<file path="config.mk">
export PLATFORM = sky130hd
export DESIGN_NAME = branch_predictor
export DESIGN_NICKNAME = d
export VERILOG_FILES = /design/src/rtl/branch_predictor.sv
export SDC_FILE = /design/constraint.sdc
export NUM_CORES = 1
export LEC_CHECK = 0
export ABC_AREA = 1
export CORE_ASPECT_RATIO = 0.5
export CORE_MARGIN = 2
export CORE_UTILIZATION = 39
export DETAILED_ROUTE_END_ITERATION = 6
export PLACE_DENSITY = 0.71
export SLEW_MARGIN = 20
export SYNTH_ARGS = -nofsm -noshare
export SYNTH_HDL_FRONTEND = slang
export SYNTH_SLANG_ARGS = --single-unit
</file>
<file path="constraint.sdc">
create_clock -name clk -period 5.45 [get_ports clk]
set_clock_uncertainty 0.05 [all_clocks]
set_input_delay 1.3625 -clock clk [delete_from_list [all_inputs] [get_ports clk]]
set_output_delay 1.3625 -clock clk [all_outputs]
set_load 0.1 [all_outputs]
</file>
<file path="src/rtl/branch_predictor.sv">
// Bimodal branch predictor: untagged table of 2-bit saturating counters,
// misprediction recovery PC, and saturating branch/misprediction statistics.
module branch_predictor #(
   parameter int IDX_BITS = 4
) (
   input  logic        clk,
   input  logic        rst_n,
   input  logic [31:0] fetch_pc,
   output logic        prediction,
   input  logic        ex_valid,
   input  logic        ex_branch,
   input  logic        ex_taken,
   input  logic        ex_pred,
   input  logic [31:0] ex_pc,
   input  logic [31:0] ex_target,
   input  logic        hlt,
   output logic        wrong,
   output logic [31:0] correct_pc,
   output logic [15:0] br_count,
   output logic [15:0] mp_count
);

   localparam int ENTRIES = 1 << IDX_BITS;

   localparam logic [1:0] WEAK_NT   = 2'b01;
   localparam logic [1:0] STRONG_T  = 2'b11;
   localparam logic [1:0] STRONG_NT = 2'b00;

   logic [1:0]          pht_q [ENTRIES];
   logic [1:0]          pht_d [ENTRIES];
   logic [15:0]         br_count_q;
   logic [15:0]         br_count_d;
   logic [15:0]         mp_count_q;
   logic [15:0]         mp_count_d;

   logic [IDX_BITS-1:0] fetch_idx;
   logic [IDX_BITS-1:0] ex_idx;
   logic                resolve;
   logic [1:0]          ex_ctr;
   logic [1:0]          ex_ctr_next;
   logic [31:0]         ex_pc_plus4;

   assign fetch_idx = fetch_pc[IDX_BITS+1:2];
   assign ex_idx    = ex_pc[IDX_BITS+1:2];

   // Lookup reads the registered table only: no same-cycle bypass.
   assign prediction = pht_q[fetch_idx][1];

   assign resolve     = ex_valid & ex_branch & ~hlt;
   assign wrong       = resolve & (ex_pred != ex_taken);
   assign ex_pc_plus4 = ex_pc + 32'd4;
   assign correct_pc  = (wrong && ex_taken) ? ex_target : ex_pc_plus4;

   assign ex_ctr = pht_q[ex_idx];

   always_comb begin
      ex_ctr_next = ex_ctr;
      if (ex_taken) begin
         if (ex_ctr != STRONG_T) ex_ctr_next = ex_ctr + 2'd1;
      end else begin
         if (ex_ctr != STRONG_NT) ex_ctr_next = ex_ctr - 2'd1;
      end
   end

   always_comb begin
      for (int i = 0; i < ENTRIES; i++) pht_d[i] = pht_q[i];
      if (resolve) pht_d[ex_idx] = ex_ctr_next;
   end

   always_comb begin
      br_count_d = br_count_q;
      mp_count_d = mp_count_q;
      if (resolve && br_count_q != 16'hFFFF) br_count_d = br_count_q + 16'd1;
      if (wrong && mp_count_q != 16'hFFFF) mp_count_d = mp_count_q + 16'd1;
   end

   always_ff @(posedge clk or negedge rst_n) begin
      if (!rst_n) begin
         for (int i = 0; i < ENTRIES; i++) pht_q[i] <= WEAK_NT;
         br_count_q <= '0;
         mp_count_q <= '0;
      end else begin
         for (int i = 0; i < ENTRIES; i++) pht_q[i] <= pht_d[i];
         br_count_q <= br_count_d;
         mp_count_q <= mp_count_d;
      end
   end

   assign br_count = br_count_q;
   assign mp_count = mp_count_q;

endmodule

</file>
==> results of run 1 <==
-- stage by stage --
step | cells | power (mW)
after floorplan | 720 | 1.13
after global placement | 1016 | 1.38
after detailed placement | 1016 | 1.39
after CTS | 1032 | 1.96
after global routing | 1032 | 2.03
final | 1032 | 1.94
-- placed cells by master, fill, tap and decap left out, types with 4 or more instances in the layout --
cell type / netlist / layout
a21oi_1: 8 / 8
a31oi_1: 5 / 5
buf_12: 0 / 32
buf_4: 2 / 9
clkbuf_16: 0 / 9
clkdlybuf4s50_1: 0 / 105
dfrtp_1: 48 / 48
dfstp_2: 16 / 16
ha_1: 6 / 6
inv_1: 79 / 79
inv_2: 5 / 5
nand2_1: 258 / 258
nand2_2: 8 / 8
nand3_1: 51 / 51
nand4_1: 4 / 4
nor2_1: 74 / 73
nor2_4: 5 / 5
nor3_1: 27 / 27
o21ai_0: 29 / 21
o21ai_1: 9 / 17
or2_2: 4 / 4
xnor2_1: 14 / 14
xor2_1: 35 / 35
-- logic make-up (layout without fill, tap and decap cells) --
family | after synthesis | in the layout | share of synthesized area (%)
adders and majority gates | 6 | 6 | 1.57
buffers and inverters | 101 | 248 | 8.98
xor gates and xnor gates | 49 | 49 | 8.98
DFF | 64 | 64 | 33.9
AOI/OAI and AO/OA | 57 | 57 | 6.65
and+or+nand+nor | 443 | 443 | 39.9
-- registers in the layout, indices dropped and copies added, names as in the netlist --
name,count
br_count,16
mp_count,16
pht_q,32
-- worst paths after layout --
| kind | start | end | cells past startpoint |
|---|---|---|---|
| max in group asynchronous | rst_n | br_count[13] | 2 |
| min | pht_q[30] | pht_q[30] | 2 |
| min reg2reg | pht_q[30] | pht_q[30] | 2 |
| max reg2reg | br_count[0] | br_count[5] | 8 |
| min in group asynchronous | rst_n | pht_q[9] | 1 |
| max | ex_pc[4] | correct_pc[20] | 11 |
-- layer usage --
metal,vias to the layer above,share of wire (%)
met3,19,5.9
li1,2523,-
met4,0,1.7
met5,-,0
met1,2340,46
met2,177,46
-- final cells by class --
type	instances	area [µm²]
Clock inverter	4	45.0
Tap cell	165	206
Clock buffer	12	236
Timing Repair Buffer	147	1760
Multi-Input combinational cell	555	2730
Inverter	85	322
Fill cell	1105	4950
Sequential cell	64	1620
-- worst max-delay path: cells and delay by family --
kind | cells | cell delay [ns]
AND/OR/NAND/NOR | 6 | 0.73
buffers and inverters | 3 | 0.97
XOR/XNOR | 1 | 0.17
AO/OA/AOI/OAI | 1 | 0.22
-- power by group --
group | switching, mW | internal (mW) | leakage [nW]
registers | 0.0601 | 0.549 | 0.775
clock network | 0.208 | 0.352 | 0.140
logic | 0.538 | 0.235 | 2.28
total | 0.806 | 1.14 | 3.20
==> results by group, run 1 <==
Run status
  • Status: finished clean

Timing
  • Tmin final: 4.88 ns
  • Setup TNS: 0 ns
  • Hold slack: 0.418 ns
  • Least-Margin Pin Slew: 0.981 ns
  • Max-slew violation total from the final report: 0
  • RSZ-0062 raised after global routing: no
  • Period Utilization, post-route: 89.5%
  • Worst slew margin: 34.4%
  • Setup ws final: 0.572 ns
  • Hold Fails Final Rpt: 0
  • Fmax: 205 MHz
  • # setup viols final: 0

Clock tree
  • Setup Buffers After CTS: 0
  • Root buffer cell: clkbuf_16
  • Clock buffer depth: 2
  • Clk sink count: 64
  • Clock slew at reported path FFs: 0.05 ns
  • Post-cts hold buffer count: 0
  • Worst-skew pair later-pin latency: 0.33 ns
  • Post_cts resized: 0
  • CTS tree: yes
  • TritonCTS Buffers: 9
  • # H-tree levels: 3

Placement
  • Dpl cell area: 6640 µm²
  • DP HPWL: 10900 µm
  • Placement Setup Slack: 0.545 ns
  • RePlAce Congestion: 0.878
  • PortBufs: 140

Synth
  • Syn_nets: 829
  • Most common cell in the netlist: nand2_1
  • Yosys warns: 0
  • Flops & latches, synth: 64
  • Number of distinct library cells after synthesis: 36
  • Main flop type after synthesis: dfrtp_1
  • Syn Area/Cell: 6.64 µm²
  • Sequential share of the synthesized area: 33.9%
  • Area contributors post-synth: dfrtp_1 25%, nand2_1 20%, dfstp_2 8.8%
  • Synth async-reset ratio: 100%
  • Most frequent cells after synthesis: 258 x nand2_1, 79 x inv_1, 74 x nor2_1
  • Synth top area share: 25.1%
  • Synth area leader: dfrtp_1
  • Post-synth EDFFs: 0
  • Mapped Area: 4780 µm²
  • Post-synthesis cell count: 720

Pwr
  • Peak supply drop: 0.393 mV
  • Leak Pwr: 3.20 nW
  • Power per cell area: 280 nW/µm²

Global routing
  • Number of global-route vias before repair: 4863
  • First-pass GRT wire length: 23200 µm
  • GRT busiest layer: met2
  • Total GRT Usage: 22.3%
  • Initial antenna violation count: 0
  • GRT met1 Usage: 27.9%
  • Grt total ovfl: 0
  • Met3 Resource Use GR: 5.64%
  • Met2 Use GR: 38.4%
  • Largest net degree at the start of global routing: 52

Die
  • Std-Cell Rows: 28
  • Core box area: 11900 µm²
  • Initial Utilization: 40.2%
  • Die Ht: 82.3 µm
  • Top Ports: 169
  • Die Wd: 161 µm
  • Total die area: 13200 µm²

Critical path
  • Setup CP Type: primary input to output pin
  • CP cell instances: clkdlybuf4s50_1 -> nand2_2 -> nor2_4 -> inv_2 -> nor2_4 -> nand2_2 -> nor2_4 -> nand2_2 -> xor2_1 -> o21ai_1 -> buf_12
  • Startpoint class of the critical path: primary input
  • Critical path endpoint category: output pin
  • Max FO, Critical Path: 5
  • Setup slack, reg-to-reg: 3.45 ns
  • Crit-path slowest cell: clkdlybuf4s50_1
  • Worst path arrival time: 3.47 ns
  • Crit path required time: 4.04 ns
  • Max incr delay on CP: 0.67 ns

Routing
  • Drt wl/cell: 13.9 µm
  • Via count: 5059
  • Via/cell ratio: 4.90
  • Iter 0 DRT Violations: 327
  • DR DRC count: 0
  • DRT antenna net count: 0
  • Pre-antenna DRT Iters: 4
  • Final WL: 14300 µm

Finish
  • Layout cell share with drive strength beyond 1: 12.0%
  • Fin nets: 971
  • Fin util: 58.3%
  • Ant diodes: 0
  • Area growth, synth to finish: 44.9%
  • Post-route cell area: 6930 µm²

Job
  • Max-Cap Viols: 0

Hold path
  • Worst Hold Class: register to register
Power figures use the tool's default switching activity.
==> run 2, diff against run 1 <==
--- a/config.mk
+++ b/config.mk
@@ -5,12 +5,12 @@
 export SDC_FILE = /design/constraint.sdc
 export NUM_CORES = 1
 export LEC_CHECK = 0
-export ABC_AREA = 1
+export ABC_AREA = 0
 export CORE_ASPECT_RATIO = 0.5
 export CORE_MARGIN = 2
 export CORE_UTILIZATION = 39
 export DETAILED_ROUTE_END_ITERATION = 6
-export PLACE_DENSITY = 0.71
+export PLACE_DENSITY = 0.74
 export SLEW_MARGIN = 20
 export SYNTH_ARGS = -nofsm -noshare
 export SYNTH_HDL_FRONTEND = slang
==> results by group, run 2 <==
Clock tree
  • Worst-skew pair later-pin latency: 0.32 ns
  • Clock buffer depth: 2
  • # H-tree levels: 3
  • Root buffer cell: clkbuf_16
  • Clk sink count: 64
  • Post-cts hold buffer count: 0
  • Clock slew at reported path FFs: 0.05 ns
  • TritonCTS Buffers: 9
  • Post_cts resized: 0
  • CTS tree: yes
  • Setup Buffers After CTS: 0

Pwr
  • Power per cell area: 299 nW/µm²
  • Total Power: 1.88 mW
  • Leak Pwr: 2.54 nW
  • Peak supply drop: 0.365 mV

Synth
  • Most common cell in the netlist: nand2_1
  • Syn_nets: 522
  • Post-synth EDFFs: 0
  • Most frequent cells after synthesis: 60 x nand2_1, 48 x dfrtp_1, 37 x mux2_2, 37 x xnor2_1, 27 x o21ai_0
  • Sequential share of the synthesized area: 39.5%
  • Flops & latches, synth: 64
  • Number of distinct library cells after synthesis: 40
  • Yosys warns: 0
  • Synth top area share: 29.2%
  • Area contributors post-synth: dfrtp_1 29%, dfstp_2 10%, mux2_2 10%
  • Mapped Area: 4110 µm²
  • Synth area leader: dfrtp_1
  • Main flop type after synthesis: dfrtp_1
  • Post-synthesis cell count: 413
  • Syn Area/Cell: 9.95 µm²
  • Synth async-reset ratio: 100%

Finish
  • Ant diodes: 0
  • Fin util: 61.5%
  • Max FFs per register: 32
  • Most frequent cells in the layout: 105 x clkdlybuf4s50_1, 60 x nand2_1, 48 x dfrtp_1
  • Most common cell after layout, fill and taps aside: clkdlybuf4s50_1
  • Biggest register: pht_q
  • Area growth, synth to finish: 53.0%
  • Layout cell share with drive strength beyond 1: 23.0%
  • Fin nets: 667

Routing
  • Pre-antenna DRT Iters: 5
  • Via count: 3620
  • Iter 0 DRT Violations: 126
  • Final WL: 10800 µm
  • Via/cell ratio: 5.16
  • Drt wl/cell: 15.5 µm
  • DRT antenna net count: 0
  • DR DRC count: 0

Timing
  • # setup viols final: 0
  • RSZ-0062 raised after global routing: no
  • Hold slack: 0.440 ns
  • Least-Margin Pin Slew: 0.990 ns
  • Worst slew margin: 33.8%
  • Hold Fails Final Rpt: 0
  • Max-slew violation total from the final report: 0
  • Period Utilization, post-route: 93.0%
  • Tmin final: 5.07 ns
  • Fmax: 197 MHz
  • Setup TNS: 0 ns

Global routing
  • Grt total ovfl: 0
  • First-pass GRT wire length: 17300 µm
  • Number of global-route vias before repair: 3468
  • Initial antenna violation count: 0
  • Total GRT Usage: 19.0%
  • Largest net degree at the start of global routing: 65

Die
  • Die Ht: 76.6 µm
  • Top Ports: 169
  • Std-Cell Rows: 26
  • Die Wd: 149 µm
  • Core box area: 10200 µm²
  • Total die area: 11400 µm²
  • Initial Utilization: 40.2%

Critical path
  • Critical path endpoint category: output pin
  • Setup slack, reg-to-reg: 3.21 ns
  • R2R depth: 5
  • Max FO, Critical Path: 6
  • Worst r2r src: mp_count[3]
  • Worst path arrival time: 3.66 ns
  • Crit path required time: 4.04 ns
  • Setup crit start: ex_pc[3]
  • Reg-to-Reg End: mp_count[13]
  • Startpoint class of the critical path: primary input
  • Setup CP Type: primary input to output pin

Hold path
  • Hold Crit Endpoint: br_count[5]
  • Worst Hold Class: register to register
  • Worst hold start: br_count[5]
  • Hold path depth: 1

Job
  • Max-Cap Viols: 0

Placement
  • RePlAce Congestion: 0.838
  • PortBufs: 140
  • DP HPWL: 8200 µm

Run status
  • Status: finished clean
## run 2: changes by cell type after synthesis, sizes merged, moves of 8 or more
cell | before | now
inv | 85 | 11
mux2 | 0 | 37
mux4 | 0 | 13
nand2 | 268 | 60
nand3 | 52 | 26
nand4 | 5 | 13
nor2 | 81 | 26
nor3 | 29 | 7
nor4 | 1 | 10
o21ai | 39 | 29
xnor2 | 14 | 37
xor2 | 35 | 21
## run 2: logic make-up after synthesis
group / after synthesis / share of synthesized area, %
AND/OR/NAND/NOR: 169 / 20.2
AO/OA/AOI/OAI: 36 / 4.90
multiplexers: 50 / 17.5
buffers and inverters: 28 / 3.20
adder cells (fa/ha/maj): 8 / 2.38
flip-flops: 64 / 39.5
XOR/XNOR: 58 / 12.4
## run 2: layout make-up
type                    count  area (µm²)
clock buffers              12         236
clock inverters             3        45.0
fillers                   860        3930
inverters                  11        41.3
multi-input cells         321        2360
flip-flops and latches     64        1620
well taps                 140         175
repair buffers            151        1810
## run 2: power by group
group / switching (mW) / internal (mW) / leakage, nW
Clock: 0.190 / 0.351 / 0.129
Sequential: 0.0536 / 0.541 / 0.821
Combinational: 0.497 / 0.246 / 1.59
## run 2: layer usage
layer | vias up | share of wire [%] | GRT usage, %
met2 | 123 | 47 | 32.6
met1 | 1736 | 45 | 23.7
met5 | - | 0 | 0
met4 | 0 | 0.92 | 5.14
li1 | 1753 | - | -
met3 | 8 | 7.0 | 5.15
## run 2: critical path, cell delays in order
cell and delay, ns:
clkdlybuf4s50_1 0.48, ha_1 0.24, nand3_2 0.10, or3_1 0.51, nor4_1 0.37, xnor2_1 0.12
o21ai_1 0.24, buf_12 0.21
## run 2: worst max path at each step
stage | slack (ns) | end
after floorplan | 0.02 | correct_pc[9]
after CTS | 0.34 | correct_pc[28]
after detailed placement | 0.36 | correct_pc[28]
final | 0.38 | correct_pc[28]
after global placement | 0.41 | correct_pc[26]
after global routing | 0.21 | correct_pc[28]
## run 2: metrics by stage
stage	setup slack [ns]	area, µm²	cells
floorplan	0.0200	4110	413
global placement	0.406	6000	687
detailed placement	0.358	6000	687
CTS	0.342	6290	702
global route	0.212	6290	702
finish	0.381	6290	702
